==> src/rtl/fetch_stall_ctrl_pkg.sv <==
// rtl/fetch_stall_ctrl_pkg.sv - shared pipeline constants and stall-controller state encoding
package fetch_stall_ctrl_pkg;

  localparam int REG_ADDR_W_DEF = 3;
  localparam logic [15:0] NOP_INSTR = 16'h0000;
  localparam logic [15:0] INT_VECTOR_ADDR = 16'h0004;

  localparam logic [1:0] ST_RUN        = 2'd0;
  localparam logic [1:0] ST_INT_DRAIN  = 2'd1;
  localparam logic [1:0] ST_INT_VECTOR = 2'd2;

  typedef enum logic [1:0] {
    RUN        = ST_RUN,
    INT_DRAIN  = ST_INT_DRAIN,
    INT_VECTOR = ST_INT_VECTOR
  } state_e;

endpackage

==> src/rtl/fetch_stall_ctrl_load_use_detect.sv <==
// rtl/fetch_stall_ctrl_load_use_detect.sv - load-use hazard comparator between EX and decode
module load_use_detect
  import fetch_stall_ctrl_pkg::*;
#(
  parameter int REG_ADDR_W = REG_ADDR_W_DEF
) (
  input  logic                  i_ex_mem_read,
  input  logic [REG_ADDR_W-1:0] i_ex_rd,
  input  logic [REG_ADDR_W-1:0] i_id_rs1,
  input  logic [REG_ADDR_W-1:0] i_id_rs2,
  input  logic                  i_id_rs1_used,
  input  logic                  i_id_rs2_used,
  output logic                  o_lu_hazard
);

  logic w_rs1_hit;
  logic w_rs2_hit;

  assign w_rs1_hit   = i_id_rs1_used && (i_ex_rd == i_id_rs1);
  assign w_rs2_hit   = i_id_rs2_used && (i_ex_rd == i_id_rs2);
  assign o_lu_hazard = i_ex_mem_read && (w_rs1_hit || w_rs2_hit);

endmodule

==> src/rtl/fetch_stall_ctrl.sv <==
// rtl/fetch_stall_ctrl.sv - fetch/decode hold/flush, bubble insertion and interrupt drain sequencing
module fetch_stall_ctrl
  import fetch_stall_ctrl_pkg::*;
#(
  parameter int REG_ADDR_W   = REG_ADDR_W_DEF,
  parameter int DRAIN_CYCLES = 3
) (
  input  logic                  clk,
  input  logic                  reset,
  input  logic                  mem_busy,
  input  logic                  ex_mem_read,
  input  logic [REG_ADDR_W-1:0] ex_rd,
  input  logic [REG_ADDR_W-1:0] id_rs1,
  input  logic [REG_ADDR_W-1:0] id_rs2,
  input  logic                  id_rs1_used,
  input  logic                  id_rs2_used,
  input  logic                  branch_taken,
  input  logic                  irq,
  output logic                  fd_hold,
  output logic                  fd_flush,
  output logic                  pc_hold,
  output logic                  de_bubble,
  output logic                  pc_sel_int,
  output logic                  int_ack,
  output logic                  ret_sel_branch
);

  state_e      r_state;
  state_e      w_state_nxt;
  logic [3:0]  r_cnt;
  logic [3:0]  w_cnt_nxt;
  logic        r_br_seen;
  logic        w_br_seen_nxt;
  logic        w_lu_hazard;

  load_use_detect #(
    .REG_ADDR_W(REG_ADDR_W)
  ) u_load_use_detect (
    .i_ex_mem_read(ex_mem_read),
    .i_ex_rd      (ex_rd),
    .i_id_rs1     (id_rs1),
    .i_id_rs2     (id_rs2),
    .i_id_rs1_used(id_rs1_used),
    .i_id_rs2_used(id_rs2_used),
    .o_lu_hazard  (w_lu_hazard)
  );

  always_comb begin
    fd_hold        = 1'b0;
    fd_flush       = 1'b0;
    pc_hold        = 1'b0;
    de_bubble      = 1'b0;
    pc_sel_int     = 1'b0;
    int_ack        = 1'b0;
    ret_sel_branch = 1'b0;
    w_state_nxt    = r_state;
    w_cnt_nxt      = r_cnt;
    w_br_seen_nxt  = r_br_seen;

    // A busy data memory freezes everything, including the drain count.
    if (mem_busy) begin
      fd_hold = 1'b1;
      pc_hold = 1'b1;
    end else begin
      case (r_state)
        RUN: begin
          if (branch_taken) begin
            fd_flush  = 1'b1;
            de_bubble = 1'b1;
          end else if (w_lu_hazard) begin
            fd_hold   = 1'b1;
            pc_hold   = 1'b1;
            de_bubble = 1'b1;
          end else if (irq) begin
            w_state_nxt   = INT_DRAIN;
            w_cnt_nxt     = 4'(DRAIN_CYCLES);
            w_br_seen_nxt = 1'b0;
          end
        end
        INT_DRAIN: begin
          fd_flush  = 1'b1;
          pc_hold   = 1'b1;
          w_cnt_nxt = r_cnt - 4'd1;
          if (branch_taken) begin
            de_bubble     = 1'b1;
            w_br_seen_nxt = 1'b1;
          end
          if (r_cnt == 4'd1) begin
            w_state_nxt = INT_VECTOR;
          end
        end
        INT_VECTOR: begin
          pc_sel_int     = 1'b1;
          int_ack        = 1'b1;
          fd_flush       = 1'b1;
          ret_sel_branch = r_br_seen || branch_taken;
          w_state_nxt    = RUN;
        end
        default: begin
          w_state_nxt = RUN;
        end
      endcase
    end
  end

  always_ff @(posedge clk or negedge reset) begin
    if (!reset) begin
      r_state   <= RUN;
      r_cnt     <= 4'd0;
      r_br_seen <= 1'b0;
    end else begin
      r_state   <= w_state_nxt;
      r_cnt     <= w_cnt_nxt;
      r_br_seen <= w_br_seen_nxt;
    end
  end

endmodule
==> config.mk <==
export PLATFORM = sky130hd
export DESIGN_NAME = fetch_stall_ctrl
export DESIGN_NICKNAME = d
export VERILOG_FILES = /design/src/rtl/fetch_stall_ctrl_pkg.sv /design/src/rtl/fetch_stall_ctrl_load_use_detect.sv /design/src/rtl/fetch_stall_ctrl.sv
export SDC_FILE = /design/constraint.sdc
export NUM_CORES = 1
export LEC_CHECK = 0
export CAP_MARGIN = 20
export CORE_MARGIN = 8
export CORE_UTILIZATION = 41
export DETAILED_ROUTE_END_ITERATION = 16
export PLACE_DENSITY = 0.78
export SLEW_MARGIN = 20
export SYNTH_ARGS = -nofsm -noshare
export SYNTH_HDL_FRONTEND = slang
export SYNTH_SLANG_ARGS = --single-unit
==> constraint.sdc <==
create_clock -name clk -period 2.7 [get_ports clk]
set_clock_uncertainty 0.15 [all_clocks]
set_input_delay 0.54 -clock clk [delete_from_list [all_inputs] [get_ports clk]]
set_output_delay 0.54 -clock clk [all_outputs]
set_load 0.01 [all_outputs]
==> results.json <==
{
  "drt-initial-drc-count": 12,
  "path_clk_slew_ns": 0.05,
  "syn_inst": 67,
  "synth.distinct_cells": 28,
  "r2r_slack_ns": 0.64,
  "cts_buffers": 3,
  "drc_errors": 0,
  "dieArea_um2": 2970,
  "finalPower_uw": 697,
  "end_kind": "primary output",
  "startpoint": "mem_busy",
  "clockBufferDepth": 2,
  "cp_data_arrival_time_ns": 1.92,
  "netlist_area_um2": 608,
  "crit_chain": "clkdlybuf4s50_1, nor2b_1, o21a_1, clkdlybuf4s50_1",
  "gp_congestion": 0.805,
  "grt_pass1_vias": 580,
  "p_per_area_nw_per_um2": 748,
  "cts_tree": "built",
  "synthMuxAreaShare_pct": 3.29,
  "drive_gt1_share_pct": 17.5,
  "synth_top_family_by_area": "simple AND/OR/NAND/NOR gates",
  "n_antenna_cell": 0,
  "vias": 590,
  "hold-worst-slack_ns": 0.385,
  "h-tree-depth": 1,
  "rsz0062_at_grt": "true",
  "place_inst": 109,
  "syn_nets": 90,
  "reg2reg_depth": 6,
  "synth-adder-area-share_pct": 12.3,
  "startpoint_type": "primary input",
  "setup_slack_ns": 0.0890,
  "synth-simple-area-share_pct": 23.3,
  "pre_cts_ws_ns": -0.377,
  "syn_to_final_growth_pct": 53.3,
  "slew_headroom_pct": 80.0,
  "wl_um": 1580,
  "grt_pass1_wl_um": 2530,
  "setup.worst_path.end": "ret_sel_branch",
  "io_pins": 24,
  "yosysWarnings": 0,
  "routedWlPerCell_um": 14.0,
  "crit_type": "in -> out",
  "place.port_buffers": 23,
  "final_cells": 113,
  "synth_xor_area_share_pct": 8.64,
  "start_util_pct": 41.8,
  "grt_use_total_pct": 11.4,
  "clk_latency_ns": 0.24,
  "clock-root-buffer": "clkbuf_4",
  "dpl-instance-area_um2": 885,
  "cp_common_cell": "clkdlybuf4s50_1",
  "cp.depth": 4,
  "final_area_um2": 932,
  "synth_seq_cells": 7,
  "core-area_um2": 1450,
  "placementRows": 14,
  "required_ns": 2.01,
  "antenna_found_initial": 0,
  "final_nets": 121,
  "min_path_type": "in -> async",
  "synth_seq_area_share_pct": 28.8,
  "post_drt_via_cell_ratio": 5.22,
  "slew_violations": 0,
  "cap_violations": 0,
  "path_buf_inv": 2,
  "fin_setup_tns_ns": 0,
  "leakagePower_nw": 0.453,
  "cp_top_family": "buffers and inverters",
  "dr.pass1.iters": 4,
  "post-route-period-util_pct": 96.7,
  "vdd_drop_max_uv": 444,
  "setup_viol": 0,
  "path_max_fanout": 5,
  "utilization_pct": 64.1,
  "clock_sink_count": 7,
  "cpMaxStageDelayCell": "clkdlybuf4s50_1",
  "cts_setup_buffers": 0,
  "grt-ovfl-total": 0,
  "outcome": "completed",
  "die_y_um": 54.5,
  "syn_area_per_cell_um2": 9.08,
  "timing.rr.end": "r_cnt[2]",
  "seq_area_um2": 175,
  "dp_hpwl_um": 1310,
  "fmax_mhz": 383,
  "finalCriticalPeriod_ns": 2.61,
  "die_x_um": 54.5,
  "tightest_slew_ns": 0.301,
  "grt_max_degree": 9,
  "rr_startpoint": "r_state[0]",
  "route.antenna.remaining_nets": 0,
  "synth_compound_area_share_pct": 18.1,
  "multi_input_area_um2": 422,
  "max_stage_delay_ns": 0.53,
  "n_fill_cell": 130,
  "hold_viol": 0
}
==> area by class of cell <==
class                           instances  share of cell area (%)
Multi-Input combinational cell         52                    45.2
Timing Repair Buffer                   28                    28.6
Sequential cell                         7                    18.8
Clock buffer                            4                    2.82
Inverter                                6                    2.42
Tap cell                               16                    2.15
==> sequential cells by signal, indices dropped and copies added (netlist names) <==
register   count
r_br_seen      1
r_cnt          4
r_state        2
==> worst min-delay path by stage <==
stage                      endpoint  slack, ns  cells past startpoint      from
after global routing      r_br_seen       0.41                      1     reset
after global placement     r_cnt[3]       0.37                      1  r_cnt[3]
after detailed placement   r_cnt[3]       0.38                      1  r_cnt[3]
after floorplan           r_br_seen       0.09                      0     reset
final                      r_cnt[2]       0.39                      1     reset
after CTS                 r_br_seen       0.39                      1     reset
==> placed cells by master (no fill, tap or decap), types with 2 or more instances in the layout <==
cell type	instances
inv_1	6
nor2_1	4
mux2i_1	2
nand4_2	2
clkbuf_4	3
a21oi_1	4
nand2_1	2
dlymetal6s2s_1	4
dfrtp_1	7
nor4_1	2
clkdlybuf4s50_1	16
nand2b_1	2
o21ai_0	3
o41ai_1	2
ha_1	6
xnor2_2	3
nor3_1	3
buf_4	5
xnor2_1	3
a211o_1	2
nand3b_1	2
==> worst reg2reg max path, delay by kind of cell (launching register included) <==
family	cells	cell delay, ns
and+or+nand+nor	2	0.65
DFF	1	0.37
AOI/OAI and AO/OA	1	0.31
buffers and inverters	2	0.25
adders and majority gates	1	0.22
==> what timing repair did <==
item                                    in CTS  in global routing
endpoints found under the setup margin       3                  3
hold buffers                                 0                  0
pin swaps                                    0                  6
gates resized for setup                      5                 10
==> cells in the mapped netlist <==
library cell,count,area [µm²]
clkbuf_1,1,3.75
a21oi_1,4,20.0
nand2_1,2,7.51
buf_4,1,7.51
dfrtp_1,7,175
nand3b_1,2,15.0
nor3b_1,1,7.51
a211o_1,2,17.5
o41ai_1,2,17.5
a21o_1,1,7.51
or4_4,1,11.3
o21a_1,1,7.51
a21oi_2,1,8.76
nand2b_1,2,12.5
inv_1,6,22.5
and2_1,1,6.26
a32oi_1,1,8.76
nor4_1,2,12.5
o21ai_0,3,15.0
xnor2_1,6,52.6
mux2i_1,2,20.0
ha_1,6,75.1
nor2_1,4,15.0
nand4_2,2,25.0
o21bai_1,1,7.51
nor3_1,3,15.0
or4_1,1,7.51
nor2b_1,1,6.26
==> per-layer routing <==
metal  vias up  track usage [%]  part of all wire, %
li1        302                -                    -
met1       268             13.6                   42
met2        18             18.7                   52
met3         2             1.63                  5.4
met4         0             7.38                  1.2
met5         -                0                    0
==> power by group <==
| group | switching, mW | total (mW) | internal [mW] |
|---|---|---|---|
| Combinational | 0.208 | 0.410 | 0.202 |
| Clock | 0.0333 | 0.0894 | 0.0560 |
| Sequential | 0.0430 | 0.198 | 0.155 |
==> cells by family after synthesis <==
group | after synthesis
buf+inv | 8
mux | 2
xor+xnor | 6
simple gates | 22
fa+ha+maj | 6
compound gates | 16
flops | 7
Power figures use the tool's default switching activity.
